--- config.mk ---
export PLATFORM = sky130hd
export DESIGN_NAME = mult_arbiter
export DESIGN_NICKNAME = d
export VERILOG_FILES = /design/src/rtl/mult_arbiter.sv
export SDC_FILE = /design/constraint.sdc
export NUM_CORES = 1
export LEC_CHECK = 0
export ABC_CLOCK_PERIOD_IN_PS = 3100
export CAP_MARGIN = 10
export CELL_PAD_IN_SITES_DETAIL_PLACEMENT = 1
export CELL_PAD_IN_SITES_GLOBAL_PLACEMENT = 1
export CORE_ASPECT_RATIO = 0.6
export CORE_MARGIN = 2
export CORE_UTILIZATION = 35
export DETAILED_ROUTE_END_ITERATION = 10
export PLACE_DENSITY = 0.87
export SLEW_MARGIN = 20
export SYNTH_ARGS = -nofsm -noshare
export SYNTH_HDL_FRONTEND = slang
export SYNTH_SLANG_ARGS = --single-unit
--- constraint.sdc ---
create_clock -name Clk -period 3.1 [get_ports Clk]
set_input_delay 0.93 -clock Clk [delete_from_list [all_inputs] [get_ports Clk]]
set_output_delay 0.93 -clock Clk [all_outputs]
set_load 0.01 [all_outputs]
--- src/rtl/mult_arbiter.sv ---
// mult_arbiter: round-robin arbiter that shares one shift-add multiplier
// between two requesters. It latches the winner's operands, strobes the
// multiplier (load, then run), waits for completion or a timeout, and returns
// the product with a one-cycle done pulse to the winner.
module mult_arbiter #(
    parameter int WIDTH   = 8,
    parameter int TIMEOUT = 32
) (
    input  logic               Clk,
    input  logic               Reset_n,
    input  logic               req0,
    input  logic               req1,
    input  logic [WIDTH-1:0]   a0,
    input  logic [WIDTH-1:0]   b0,
    input  logic [WIDTH-1:0]   a1,
    input  logic [WIDTH-1:0]   b1,
    output logic               done0,
    output logic               done1,
    output logic               err0,
    output logic               err1,
    output logic [2*WIDTH-1:0] result,
    output logic               busy,
    output logic [WIDTH-1:0]   mul_a,
    output logic [WIDTH-1:0]   mul_b,
    output logic               mul_load,
    output logic               mul_run,
    input  logic               mul_done,
    input  logic [2*WIDTH-1:0] mul_result
);

    // Smallest counter that can hold the value TIMEOUT.
    localparam int CNT_W = $clog2(TIMEOUT + 1);

    typedef enum logic [2:0] {
        S_IDLE = 3'd0,
        S_LOAD = 3'd1,
        S_RUN  = 3'd2,
        S_WAIT = 3'd3,
        S_RESP = 3'd4
    } state_t;

    state_t             state;
    state_t             next_state;
    logic [CNT_W-1:0]   cnt;
    logic               gnt;
    logic               last_grant;

    logic               any_req;
    logic               grant_sel;
    logic               timeout_hit;
    logic               wait_end;

    logic               load_d;
    logic               run_d;
    logic               busy_d;
    logic               done0_d;
    logic               done1_d;
    logic               err0_d;
    logic               err1_d;
    logic [2*WIDTH-1:0] result_d;

    // On a tie the requester that was not served last wins; otherwise the
    // only active requester wins.
    assign any_req     = req0 | req1;
    assign grant_sel   = (req0 && req1) ? ~last_grant : req1;
    assign timeout_hit = (cnt == CNT_W'(TIMEOUT - 1));
    // mul_done has priority over the timeout in the same cycle.
    assign wait_end    = (state == S_WAIT) && (mul_done || timeout_hit);

    // State register.
    always_ff @(posedge Clk or negedge Reset_n) begin
        if (!Reset_n) begin
            state <= S_IDLE;
        end else begin
            state <= next_state;
        end
    end

    // Next-state decode.
    always_comb begin
        next_state = state;
        case (state)
            S_IDLE:  if (any_req) next_state = S_LOAD;
            S_LOAD:  next_state = S_RUN;
            S_RUN:   next_state = S_WAIT;
            S_WAIT:  if (wait_end) next_state = S_RESP;
            S_RESP:  next_state = S_IDLE;
            default: next_state = S_IDLE;
        endcase
    end

    // Next values of the registered outputs, derived from the upcoming state.
    always_comb begin
        load_d   = (next_state == S_LOAD);
        run_d    = (next_state == S_RUN);
        busy_d   = (next_state != S_IDLE);
        done0_d  = wait_end && !gnt;
        done1_d  = wait_end && gnt;
        err0_d   = wait_end && !gnt && !mul_done;
        err1_d   = wait_end && gnt && !mul_done;
        result_d = result;
        if (wait_end) begin
            result_d = mul_done ? mul_result : '0;
        end
    end

    // Output registers; result holds between done pulses.
    always_ff @(posedge Clk or negedge Reset_n) begin
        if (!Reset_n) begin
            mul_load <= 1'b0;
            mul_run  <= 1'b0;
            busy     <= 1'b0;
            done0    <= 1'b0;
            done1    <= 1'b0;
            err0     <= 1'b0;
            err1     <= 1'b0;
            result   <= '0;
        end else begin
            mul_load <= load_d;
            mul_run  <= run_d;
            busy     <= busy_d;
            done0    <= done0_d;
            done1    <= done1_d;
            err0     <= err0_d;
            err1     <= err1_d;
            result   <= result_d;
        end
    end

    // Grant, operand latch, round-robin history and the WAIT timeout counter.
    always_ff @(posedge Clk or negedge Reset_n) begin
        if (!Reset_n) begin
            gnt        <= 1'b0;
            last_grant <= 1'b1;
            cnt        <= '0;
            mul_a      <= '0;
            mul_b      <= '0;
        end else begin
            case (state)
                S_IDLE: begin
                    if (any_req) begin
                        gnt   <= grant_sel;
                        mul_a <= grant_sel ? a1 : a0;
                        mul_b <= grant_sel ? b1 : b0;
                    end
                end
                S_RUN:   cnt <= '0;
                S_WAIT:  cnt <= cnt + 1'b1;
                S_RESP:  last_grant <= gnt;
                default: ;
            endcase
        end
    end

endmodule

# == Word-level counts from Yosys, hierarchy flattened ==
# Index checks and enable logic that the tools add are counted.
# totals
ff_bits,50
latch_bits,0
ram_bits,0
mem_bits_ro,0
in_bits,53
output_inout_bits,39
wordCells,45
memories,0
# op_classes
addsub,1
n_mul,0
div,0
n_lt_le_gt_ge,0
n_eq_ne,7
shift,0
mux,8
n_bitwise,2
n_reduce_logical,13
# op_table
op,n
$mux 16,1
$mux 8,2
$pmux 3 s4,1
$pmux 6 s2,1
$eq 3x2->1 const B,3
$add 6x1->6 const B,1
$eq 3x1->1 const B,2
$eq 6x5->1 const B,1
$logic_and 1x1->1,6
$mux 3,2
$eq 3x3->1 const B,1
$logic_not 3->1,1
$reduce_bool 3->1,1
$logic_not 1->1,2
$reduce_and 2->1,1
$reduce_bool 2->1,1
$logic_or 1x1->1,1
$mux 1,1
$not 1->1,1
$or 1x1->1,1

# == Depth between registers and ports, before layout ==
# depth
depth_word,6
ltp_mapped,5
mapped_depth_nobuf,4

# == Least setup slack after synthesis ==
# Ideal clock, no wire load.
# synth_timing
path_type,input to register
startpoint,input req1
endpoint,register mul_a[0]
setup_ns,0.125
arrival_time_ns,2.083
required_time_ns,2.975
path_slack_ns,0.892
path_stages,4
n_path_buf,1
cell_sequence,a21boi_2 > buf_2 > mux2_2 > mux2_4
# synth_via
elab_chain_len,3
elab_cells_between_ends,5
classes_between,mux: 2; bitwise: 1; reduce/logical: 2
# synth_lines
element,line_no,text
from (decl),12,"input logic req1,"
$logic_and 1x1->1,65,assign grant_sel = (req0 && req1) ? ~last_grant : req1;
$mux 1,65,
$mux 8,143,mul_a <= grant_sel ? a1 : a0;
to (signal assigned),143,
to (decl),23,"output logic [WIDTH-1:0] mul_a,"
# Parallel ways exist; a longest one is shown, timed or not.
# A chain may end at the register's enable or synchronous reset.

# == Worst setup path after layout ==
# layout_timing
startpoint,input req1
endpoint,register mul_b[2]
# layout_via
elab_chain_len,3
elab_cells_between_ends,5
classes_between,mux: 2; bitwise: 1; reduce/logical: 2
# layout_lines
element,line_no,text
$logic_and 1x1->1,65,
$mux 1,65,
$mux 8,144,mul_b <= grant_sel ? b1 : b0;
to (signal assigned),144,
to (decl),24,"output logic [WIDTH-1:0] mul_b,"
# Parallel ways exist; a longest one is shown, timed or not.

==> impl_metrics.py <==
metrics = {
    "flow_run": {
        "max-cap-violations": 0,
    },
    "floorplan": {
        "ioPinCount": 92,
        "core_um2": 6193,
        "dieWidth_um": 108.2,
        "initial_core_util_pct": 36.85,
        "die_h_um": 66.55,
        "die_area_um2": 7204,
        "row_count": 22,
    },
    "power": {
        "ir_worst_vdd_mv": 0.3697,
        "powerDensity_nw_per_um2": 863.1,
        "combinationalPowerShare_pct": 47.0,
        "swShare_pct": 33.73,
        "p_leak_nw": 1.465,
        "intPower_mw": 1.933,
        "p_seq_share_pct": 38.8,
        "netSwitchingPower_uw": 983.8,
        "p_clk_share_pct": 14.2,
    },
    "global_route": {
        "grt_pass1_vias": 1975,
        "use_met3_pct": 7.045,
        "antenna_found_initial": 0,
        "gr-usage-met2_pct": 28.22,
        "grt_util_met1_pct": 23.61,
        "grt_usage_pct": 17.96,
        "grt_first_pass_wirelength_um": 9894,
        "grt_max_degree": 27,
        "grt_overflow_total": 0,
        "grt_busiest_layer": "met2",
    },
    "placed_design": {
        "io_buffers": 91,
        "postPlaceCellArea_um2": 3274,
        "globalplace.congestion": 0.7740,
        "dp.cells": 358,
        "dp_hpwl_um": 4352,
        "preCtsSetupSlack_ps": 440.2,
    },
    "setup_path": {
        "path_max_fanout": 17,
        "cp_data_arrival_time_ps": 2520,
        "cpLargestDelayFamily": "buffers and inverters",
        "path_buf_inv": 2,
        "worst-r2r-setup-slack_ps": 1230,
        "reg2reg_to": "result[14]",
        "crit_path_frequent_cell": "mux2_2",
        "worstSetupPathType": "in -> reg",
        "slowest_stage": "clkdlybuf4s50_1",
        "startpoint_type": "input port",
        "end_kind": "flop",
        "timing.rr.start": "state[0]",
        "worstPathRequired_ps": 3280,
        "path_cells": "clkdlybuf4s50_1, a21boi_2, buf_4, mux2_2, mux2_2",
        "critical-path-max-stage-delay_ps": 490,
        "r2r_cells": 4,
    },
    "sta": {
        "setup_violations": 0,
        "worst_pin_slew_ps": 697.8,
        "rsz0062_at_grt": "no",
        "fin_tns_setup_ps": 0,
        "timing.fmax_ghz": 0.4278,
        "period_share_pct": 75.40,
        "holdWs_ps": 513.6,
        "hold_viol": 0,
        "slew_headroom_pct": 53.45,
        "slew_viol_final": 0,
        "final.min_clock_period_ps": 2338,
        "fin_ws_ps": 762.5,
        "clock_skew_ps": 11.82,
    },
    "layout": {
        "area_growth_pct": 48.08,
        "design_area_um2": 3379,
        "drive_above_1_share_pct": 19.15,
        "fin_cells": 366,
        "antenna_cells": 0,
        "fin_nets": 335,
    },
    "synth": {
        "synth_edf_count": 0,
        "ys_seq_elements": 50,
        "synthCells": 189,
        "synth_area_leaders": "dfrtp_1 (54%), mux2_2 (12%), mux2_4 (5.9%), a22oi_1 (5.6%), o21ai_0 (4.6%)",
        "yosysTopAreaCell": "dfrtp_1",
        "synth_most_common_cell": "dfrtp_1",
        "netlist_area_um2": 2282,
        "synth-main-ff-cell": "dfrtp_1",
        "synth_common_cells": "dfrtp_1 (49), mux2_2 (25), o21ai_0 (21)",
        "yosysWarnings": 0,
        "yosysSeqAreaShare_pct": 54.88,
        "syn-mean-instance-area_um2": 12.08,
        "async_reset_ff_share_pct": 100.0,
        "synth.net_count": 243,
        "yosysUniqueCellTypes": 38,
        "synth_top_area_share_pct": 53.73,
    },
    "clock_tree": {
        "cts_buffers": 5,
        "postCtsSetupBuffers": 0,
        "clk_latency_ps": 300,
        "cts_hold_buf": 0,
        "clk_path_buf_depth": 2,
        "ctsResizeCount": 0,
        "cts_root_buf": "clkbuf_8",
        "cts_tree": "built",
        "htree_levels": 2,
        "clock-sinks": 50,
        "clkTransAtPathRegs_ps": 80,
    },
    "drt": {
        "via_per_inst": 4.913,
        "drtAntennaViolNets": 0,
        "drtPass1Iterations": 5,
        "drc": 0,
        "vias": 1798,
        "wire_per_inst_um": 16.30,
        "drtIter0Drc": 48,
        "drt-total-wl_um": 5964,
    },
    "hold_path": {
        "hp-class": "reg -> reg",
        "hp-start": "mul_b[1]",
        "whs_endpoint": "mul_b[1]",
        "hold_depth": 1,
    },
    "run_status": {
        "status": "finished, final reports clean",
    },
}
cell usage in the layout, fill, tap and decap left out, drive strengths merged, types with 2 or more instances in the layout:
cell type	synthesis	routed
nand2	10	10
nand3	4	4
nor2	3	3
clkdlybuf4s50	0	90
mux2	34	34
dfrtp	49	49
or4	2	2
a22oi	17	17
o21ai	21	21
clkinv	1	2
clkbuf	4	7
buf	5	4
inv	17	17
logic make-up after synthesis:
kind of cell | share of synthesized area [%]
AOI/OAI and AO/OA | 12.72
adders and majority gates | 0.5482
xor gates and xnor gates | 0.3838
DFF | 54.88
and+or+nand+nor | 7.677
muxes | 18.26
buffers and inverters | 5.537
power groups by stage:
stage	Clock, mW	Sequential [mW]	Combinational (mW)
5_1_grt	0.454	1.17	1.49
2_1_floorplan	0	1.19	0.650
4_1_cts	0.427	1.13	1.39
3_3_place_gp	0	1.13	1.33
6_report	0.415	1.13	1.37
3_5_place_dp	0	1.14	1.38
worst max-delay path by stage:
| stage | startpoint | end | slack [ps] | cells after the start |
|---|---|---|---|---|
| 6_report | req1 | mul_b[2] | 760 | 5 |
| 5_1_grt | req1 | mul_b[2] | 730 | 5 |
| 4_1_cts | req1 | mul_a[2] | 750 | 5 |
| 3_5_place_dp | req1 | mul_a[2] | 440 | 5 |
| 3_3_place_gp | req0 | mul_b[2] | 510 | 5 |
| 2_1_floorplan | req1 | mul_a[0] | 890 | 4 |
flip-flops by register name, indices dropped and copies added, names as in the netlist:
register,cells
mul_run,1
busy,1
gnt,1
state,3
done1,1
last_grant,1
done0,1
result,16
mul_load,1
cnt,6
err0,1
mul_b,8
mul_a,8
err1,1
final cells by class:
cell class / instances / area (um2)
Sequential cell: 50 / 1252
Clock buffer: 7 / 96.34
Clock inverter: 1 / 8.758
Inverter: 18 / 72.57
Timing Repair Buffer: 94 / 940.9
Fill cell: 664 / 2814
Multi-Input combinational cell: 112 / 903.4
Tap cell: 84 / 105.1
metrics by stage:
stage          util, %  total power, mW
2_1_floorplan        -            1.840
3_3_place_gp     52.87            2.456
5_1_grt          54.57            3.112
3_5_place_dp     52.87            2.515
4_1_cts          54.57            2.946
6_report         54.57            2.917
layer usage:
layer	vias to the layer above	wire, um
met3	5	527
met4	0	34
met5	-	0
met1	888	2748
li1	847	-
met2	58	2653
Note: power is estimated with default switching activity, not from simulation.
